[src/rtl/rom_seq_ctrl.sv]
// ROM address sequencer: auto-steps every CNT_MAX+1 cycles (AUTO) or freezes (HOLD), with manual
// up/down keys and a shift-token read pipeline. Define ROM_SEQ_PINGPONG_EN for bouncing auto-steps.
module rom_seq_ctrl #(
    parameter int          ADDR_W  = 8,
    parameter int          DEPTH   = 256,
    parameter int          DATA_W  = 8,
    parameter logic [23:0] CNT_MAX = 24'd9_999_999,
    parameter int          RD_LAT  = 2
) (
    input  logic              sys_clk,
    input  logic              sys_rst,
    input  logic              key_hold,
    input  logic              key_up,
    input  logic              key_dn,
    output logic [ADDR_W-1:0] rom_addr,
    input  logic [DATA_W-1:0] rom_rd_data,
    output logic [DATA_W-1:0] data_out,
    output logic              data_vld,
    output logic              hold_mode
);

    typedef enum logic {ST_AUTO = 1'b0, ST_HOLD = 1'b1} state_t;

    localparam logic [ADDR_W-1:0] LAST = ADDR_W'(DEPTH - 1);
    localparam logic [ADDR_W-1:0] ONE  = ADDR_W'(1);

    state_t            state_q, state_d;
    logic [23:0]       cnt_q, cnt_d;
    logic [ADDR_W-1:0] addr_q, addr_d;
    logic [RD_LAT-1:0] tok_q, tok_d;
    logic [DATA_W-1:0] dout_q;
    logic              vld_q;
    logic              hold_q;
    logic              step_up_s, step_dn_s, manual_s, auto_s;
`ifdef ROM_SEQ_PINGPONG_EN
    logic              dir_up_q, dir_up_d;
`endif

    function automatic logic [ADDR_W-1:0] addr_inc(input logic [ADDR_W-1:0] a);
        return (a == LAST) ? {ADDR_W{1'b0}} : a + ONE;
    endfunction

    function automatic logic [ADDR_W-1:0] addr_dec(input logic [ADDR_W-1:0] a);
        return (a == {ADDR_W{1'b0}}) ? LAST : a - ONE;
    endfunction

    // Next-state: mode toggle, interval counter, address stepping and token launch
    always_comb begin
        step_up_s = key_up & ~key_dn;
        step_dn_s = key_dn & ~key_up;
        manual_s  = step_up_s | step_dn_s;
        // a manual step in the same cycle swallows the auto-step
        auto_s    = (state_q == ST_AUTO) && (cnt_q == CNT_MAX) && !manual_s;

        if (key_hold) begin
            state_d = (state_q == ST_AUTO) ? ST_HOLD : ST_AUTO;
        end else begin
            state_d = state_q;
        end

        if ((state_q == ST_HOLD) || (state_d == ST_HOLD) || manual_s || (cnt_q == CNT_MAX)) begin
            cnt_d = 24'd0;
        end else begin
            cnt_d = cnt_q + 24'd1;
        end

        addr_d = addr_q;
`ifdef ROM_SEQ_PINGPONG_EN
        dir_up_d = dir_up_q;
`endif
        if (step_up_s) begin
            addr_d = addr_inc(addr_q);
        end else if (step_dn_s) begin
            addr_d = addr_dec(addr_q);
        end else if (auto_s) begin
`ifdef ROM_SEQ_PINGPONG_EN
            // bounce at either end without repeating the end address
            if (dir_up_q) begin
                if (addr_q == LAST) begin
                    addr_d   = addr_q - ONE;
                    dir_up_d = 1'b0;
                end else begin
                    addr_d = addr_q + ONE;
                end
            end else begin
                if (addr_q == {ADDR_W{1'b0}}) begin
                    addr_d   = ONE;
                    dir_up_d = 1'b1;
                end else begin
                    addr_d = addr_q - ONE;
                end
            end
`else
            addr_d = addr_inc(addr_q);
`endif
        end else begin
            addr_d = addr_q;
        end

        tok_d = RD_LAT'({tok_q, (addr_d != addr_q)});
    end

    // State, counter, address, token pipeline and registered outputs
    always_ff @(posedge sys_clk or posedge sys_rst) begin
        if (sys_rst) begin
            state_q  <= ST_AUTO;
            cnt_q    <= 24'd0;
            addr_q   <= {ADDR_W{1'b0}};
            tok_q    <= {RD_LAT{1'b0}};
            dout_q   <= {DATA_W{1'b0}};
            vld_q    <= 1'b0;
            hold_q   <= 1'b0;
`ifdef ROM_SEQ_PINGPONG_EN
            dir_up_q <= 1'b1;
`endif
        end else begin
            state_q  <= state_d;
            cnt_q    <= cnt_d;
            addr_q   <= addr_d;
            tok_q    <= tok_d;
            vld_q    <= tok_q[RD_LAT-1];
            hold_q   <= (state_d == ST_HOLD);
`ifdef ROM_SEQ_PINGPONG_EN
            dir_up_q <= dir_up_d;
`endif
            if (tok_q[RD_LAT-1]) begin
                dout_q <= rom_rd_data;
            end else begin
                dout_q <= dout_q;
            end
        end
    end

    assign rom_addr  = addr_q;
    assign data_out  = dout_q;
    assign data_vld  = vld_q;
    assign hold_mode = hold_q;

endmodule
[config.mk]
export PLATFORM = sky130hd
export DESIGN_NAME = rom_seq_ctrl
export DESIGN_NICKNAME = d
export VERILOG_FILES = /design/src/rtl/rom_seq_ctrl.sv
export SDC_FILE = /design/constraint.sdc
export NUM_CORES = 1
export LEC_CHECK = 0
export CAP_MARGIN = 20
export CORE_MARGIN = 5
export CORE_UTILIZATION = 40
export DETAILED_ROUTE_END_ITERATION = 12
export SETUP_SLACK_MARGIN = 0.3
export SYNTH_ARGS = -nofsm -noshare
export SYNTH_HDL_FRONTEND = slang
export SYNTH_SLANG_ARGS = --single-unit
[constraint.sdc]
create_clock -name sys_clk -period 2.5 [get_ports sys_clk]
set_clock_uncertainty 0.2 [all_clocks]
set_input_delay 0.25 -clock sys_clk [delete_from_list [all_inputs] [get_ports sys_clk]]
set_output_delay 0.25 -clock sys_clk [all_outputs]
set_load 0.01 [all_outputs]
# Word-level counts from Yosys, hierarchy flattened

Cells that the tools add are included.

Add/subtract/negate cells: 3
Equal/unequal tests: 3
Multiplexer cells: 8
Bitwise logic cells: 6
Reductions and logical operators: 7

Operators by type and width:

| cell                                                               | number |
|---|---|
| 8-bit 2-to-1 mux                                                   | 5 |
| 24-bit by 1-bit adder with 24-bit output, second input constant    | 1 |
| 24-bit equality test, second input constant                        | 1 |
| 24-bit 2-to-1 mux                                                  | 1 |
| 8-bit by 1-bit adder with 8-bit output, second input constant      | 1 |
| 8-bit equality test, second input constant                         | 1 |
| 8-bit zero test                                                    | 1 |
| 8-bit inequality test                                              | 1 |
| 8-bit by 1-bit subtractor with 8-bit output, second input constant | 1 |
| 1-bit logical OR                                                   | 3 |
| 1-bit inverter                                                     | 3 |
| 1-bit bitwise AND                                                  | 2 |
| 1-bit logical AND                                                  | 2 |
| 1-bit 2-to-1 mux                                                   | 2 |
| 1-bit zero test                                                    | 1 |
| 1-bit bitwise OR                                                   | 1 |

Register bits after elaboration: 44
Bits of input ports: 13
Output and inout bits: 18
Logic and storage cells: 33

# Logic depth before layout (Yosys ltp)

Depth after elaboration: 9
Gate-level depth with buffers: 7
Mapped depth without buffers: 7

# Least setup slack after synthesis

Ideal clock, no wire load.

Path type: flip-flop to flip-flop
Start point: register cnt_q[0]
End point: register addr_q[3], in the netlist rom_addr[3]
Library setup time: 122 ps
Arrival: 1973 ps
Data required time: 2178 ps
Setup slack: 205 ps
Cell stages (with the launch flop): 8
Buffers on the path: 1
Clock period less this slack: 2295 ps
Path through: dfrtp_1 -> ha_1 -> nand2_1 -> or4_1 -> buf_2 -> a211o_1 -> a211o_1 -> a32o_1

Word-level cells in the longest chain between the ends: 6

RTL lines:

| element                        | line | RTL |
|---|---|---|
| start, declared                | 28   | `logic [23:0] cnt_q, cnt_d;` |
| start signal, assigned         | 118  | `cnt_q <= cnt_d;` |
| 24-bit equality test           | 53   | `auto_s = (state_q == ST_AUTO) && (cnt_q == CNT_MAX) && !manual_s;` |
| 1-bit logical AND (2 in a row) | 53   |  |
| 8-bit 2-to-1 mux               | 75   | `end else if (auto_s) begin` |
| 8-bit 2-to-1 mux               | 73   | `end else if (step_dn_s) begin` |
| 8-bit 2-to-1 mux               | 71   | `if (step_up_s) begin` |
| via addr_d[3]                  | 29   | `logic [ADDR_W-1:0] addr_q, addr_d;` |
| end signal, assigned           | 108  | `addr_q <= {ADDR_W{1'b0}};` |
| end signal, assigned           | 119  | `addr_q <= addr_d;` |
| end, declared                  | 29   |  |

The timed path passes the listed nets, and every way through them passes these cells.
A chain may end at the register's enable or synchronous reset.

# Worst setup path in the final report

Start point: register cnt_q[2]
End point: register addr_q[3], in the netlist rom_addr[3]

Same word-level chain as after synthesis.

==> impl_metrics.tcl <==
set metrics [dict create \
    drv_slew 0 \
    port_buffers 30 \
    syn_area_um2 2370 \
    tns_ps 0 \
    ir_worst_vdd_mv 0.504 \
    final-hold-violation-count 0 \
    layout.cells.most_common_list "42 x dfrtp_1, 32 x nor2_1, 30 x clkdlybuf4s50_1, 22 x buf_4, 17 x nand3_1" \
    max_slew.worst_pin.slew_ps 652 \
    maxCapViolCount 0 \
    critPathLaunchType "register" \
    route.detailed.drc 0 \
    reg2reg_setup_slack_ps 330 \
    die_w_um 87.0 \
    cp.arrival_ps 2160 \
    end_kind "register" \
    synth.distinct_cells 43 \
    netlist_instances 249 \
    fin_ws_ps 333 \
    die_y_um 87.0 \
    first_iter_violations 137 \
    n_fill_cell 532 \
    crit_fanout 7 \
    grtUsageMet2_pct 24.2 \
    ys_seq_area_share_pct 46.4 \
    ys.flop_type "dfrtp_1" \
    clk_latency_ps 300 \
    htreeDepth 2 \
    clk_path_buf_depth 2 \
    place.gp.congestion 0.812 \
    antennaDiodeCount 0 \
    crit_type "register to register" \
    timing.final.crit_share_pct 86.7 \
    cts_buffers 5 \
    area_growth_pct 29.7 \
    drive_above_1_share_pct 17.8 \
    postRouteAntennaNets 0 \
    ys_seq_elements 44 \
    required_ps 2500 \
    drt_pass1_iterations 4 \
    holdBufCountCts 0 \
    ios 31 \
    overflow 0 \
    via_per_inst 5.19 \
    die-area_um2 7570 \
    grt_max_degree 45 \
    layout_commonest_cell "dfrtp_1" \
    fin_nets 317 \
    totalWireLength_um 5010 \
    initial_core_util_pct 40.5 \
    wl_per_cell_um 13.4 \
    pwr_density_cell_nw_per_um2 707 \
    setup-violations-final 0 \
    synth_fp_nets 269 \
    grt_pass1_wl_um 8450 \
    syn_area_per_cell_um2 9.52 \
    rsz0062_at_grt "yes" \
    period_minus_slack_ps 2170 \
    gr-usage-met1_pct 17.3 \
    root_buffer "clkbuf_8" \
    rows 28 \
    use_met3_pct 2.65 \
    status "finished clean" \
    synth_warnings 0 \
    power.leakage_nw 1.22 \
    slew_headroom_pct 56.1 \
    clk_pin_slew_ps 100 \
    grt_pass1_vias 1827 \
    hp-class "register to register" \
    gr-usage-all-layers_pct 13.9 \
    synth_edf_count 0 \
    tritoncts "built" \
    cts.sinks 44 \
    synthArstFlopShare_pct 100 \
    vias 1935 \
    fmax_mhz 461 \
    place_ws_ps -83.5 \
    antenna_found_initial 0 \
    dp_hpwl_um 3490 \
    coreArea_um2 5850 \
    grt_busiest_layer "met2" \
]
-- layout make-up --
type / instances / area [um2] / area share [%]
repair buffers: 53 / 485 / 15.8
multi-input cells: 180 / 1230 / 39.9
clock buffers: 5 / 68.8 / 2.24
clock inverters: 3 / 47.5 / 1.55
flip-flops and latches: 44 / 1100 / 35.9
well taps: 75 / 93.8 / 3.05
inverters: 13 / 48.8 / 1.59
-- worst max-delay path, stage by stage (launching register included) --
cell and delay, ps:
dfrtp_2 400, nand4_4 140, or4_4 600, a211o_1 250, a211o_1 270, a32o_1 210
-- power by group --
group / switching, mW / internal, mW
clock network: 0.257 / 0.301
registers: 0.111 / 0.798
logic: 0.343 / 0.363
total: 0.712 / 1.46
-- worst paths after layout --
| kind | cells past startpoint | to | from |
|---|---|---|---|
| min in group asynchronous | 3 | data_out[0] | sys_rst |
| max in group asynchronous | 3 | cnt_q[2] | sys_rst |
| worst max-delay path | 5 | rom_addr[3] | cnt_q[2] |
| worst max register to register | 5 | rom_addr[3] | cnt_q[2] |
| worst min-delay path | 0 | tok_q[1] | tok_q[0] |
| worst min register to register | 0 | tok_q[1] | tok_q[0] |
-- cell usage after synthesis (2+ instances only) --
master    count  area (um2)
a211o_1       2        17.5
a21oi_1       8        40.0
a31oi_1       5        31.3
and3_1        2        12.5
buf_2         3        15.0
clkbuf_1      9        33.8
dfrtp_1      44        1100
ha_1          7        87.6
inv_1        13        48.8
mux2_2        8        90.1
nand2_1      15        56.3
nand3_1      17        85.1
nand4_1       6        37.5
nor2_1       32         120
nor3_1        9        45.0
nor4_1        3        18.8
nor4b_1       2        17.5
o211ai_1      2        15.0
o21ai_0       6        30.0
o22ai_1       3        18.8
or2_2         2        12.5
or3_1         5        31.3
or4_1         2        15.0
xnor2_1      13         114
xor2_1       13         114
-- cell families after synthesis --
| family | share of synthesized area (%) |
|---|---|
| AND/OR/NAND/NOR | 22.0 |
| multiplexers | 4.22 |
| AO/OA/AOI/OAI | 9.92 |
| flip-flops | 46.4 |
| XOR/XNOR | 9.60 |
| adder cells (fa/ha/maj) | 3.69 |
| buffers and inverters | 4.12 |
-- layer usage --
layer	up-vias	wire, um
met1	924	2300
met3	6	186
met4	0	43
li1	974	-
met2	31	2480
met5	-	0
-- metrics by stage --
stage	power (mW)	cell area (um2)	hold WS, ps	instances	util (%)
finish	2.17	3080	165	373	52.6
global route	2.30	3080	177	373	52.6
CTS	2.18	3010	168	367	51.4
detailed placement	1.61	2840	142	355	48.6
global placement	1.60	2840	134	355	48.6
floorplan	1.29	2390	131	249	-
-- state kept, by name, summed over array words and instances (netlist names) --
name / cells
cnt_q: 24
data_out: 8
data_vld: 1
hold_mode: 1
rom_addr: 8
tok_q: 2
-- repair_timing --
action	in CTS	in global routing
setup buffers	4	6
pin swaps	2	1
gates resized for setup	5	5
endpoints found under the setup margin	3	8
(Power assumes the default switching activity.)
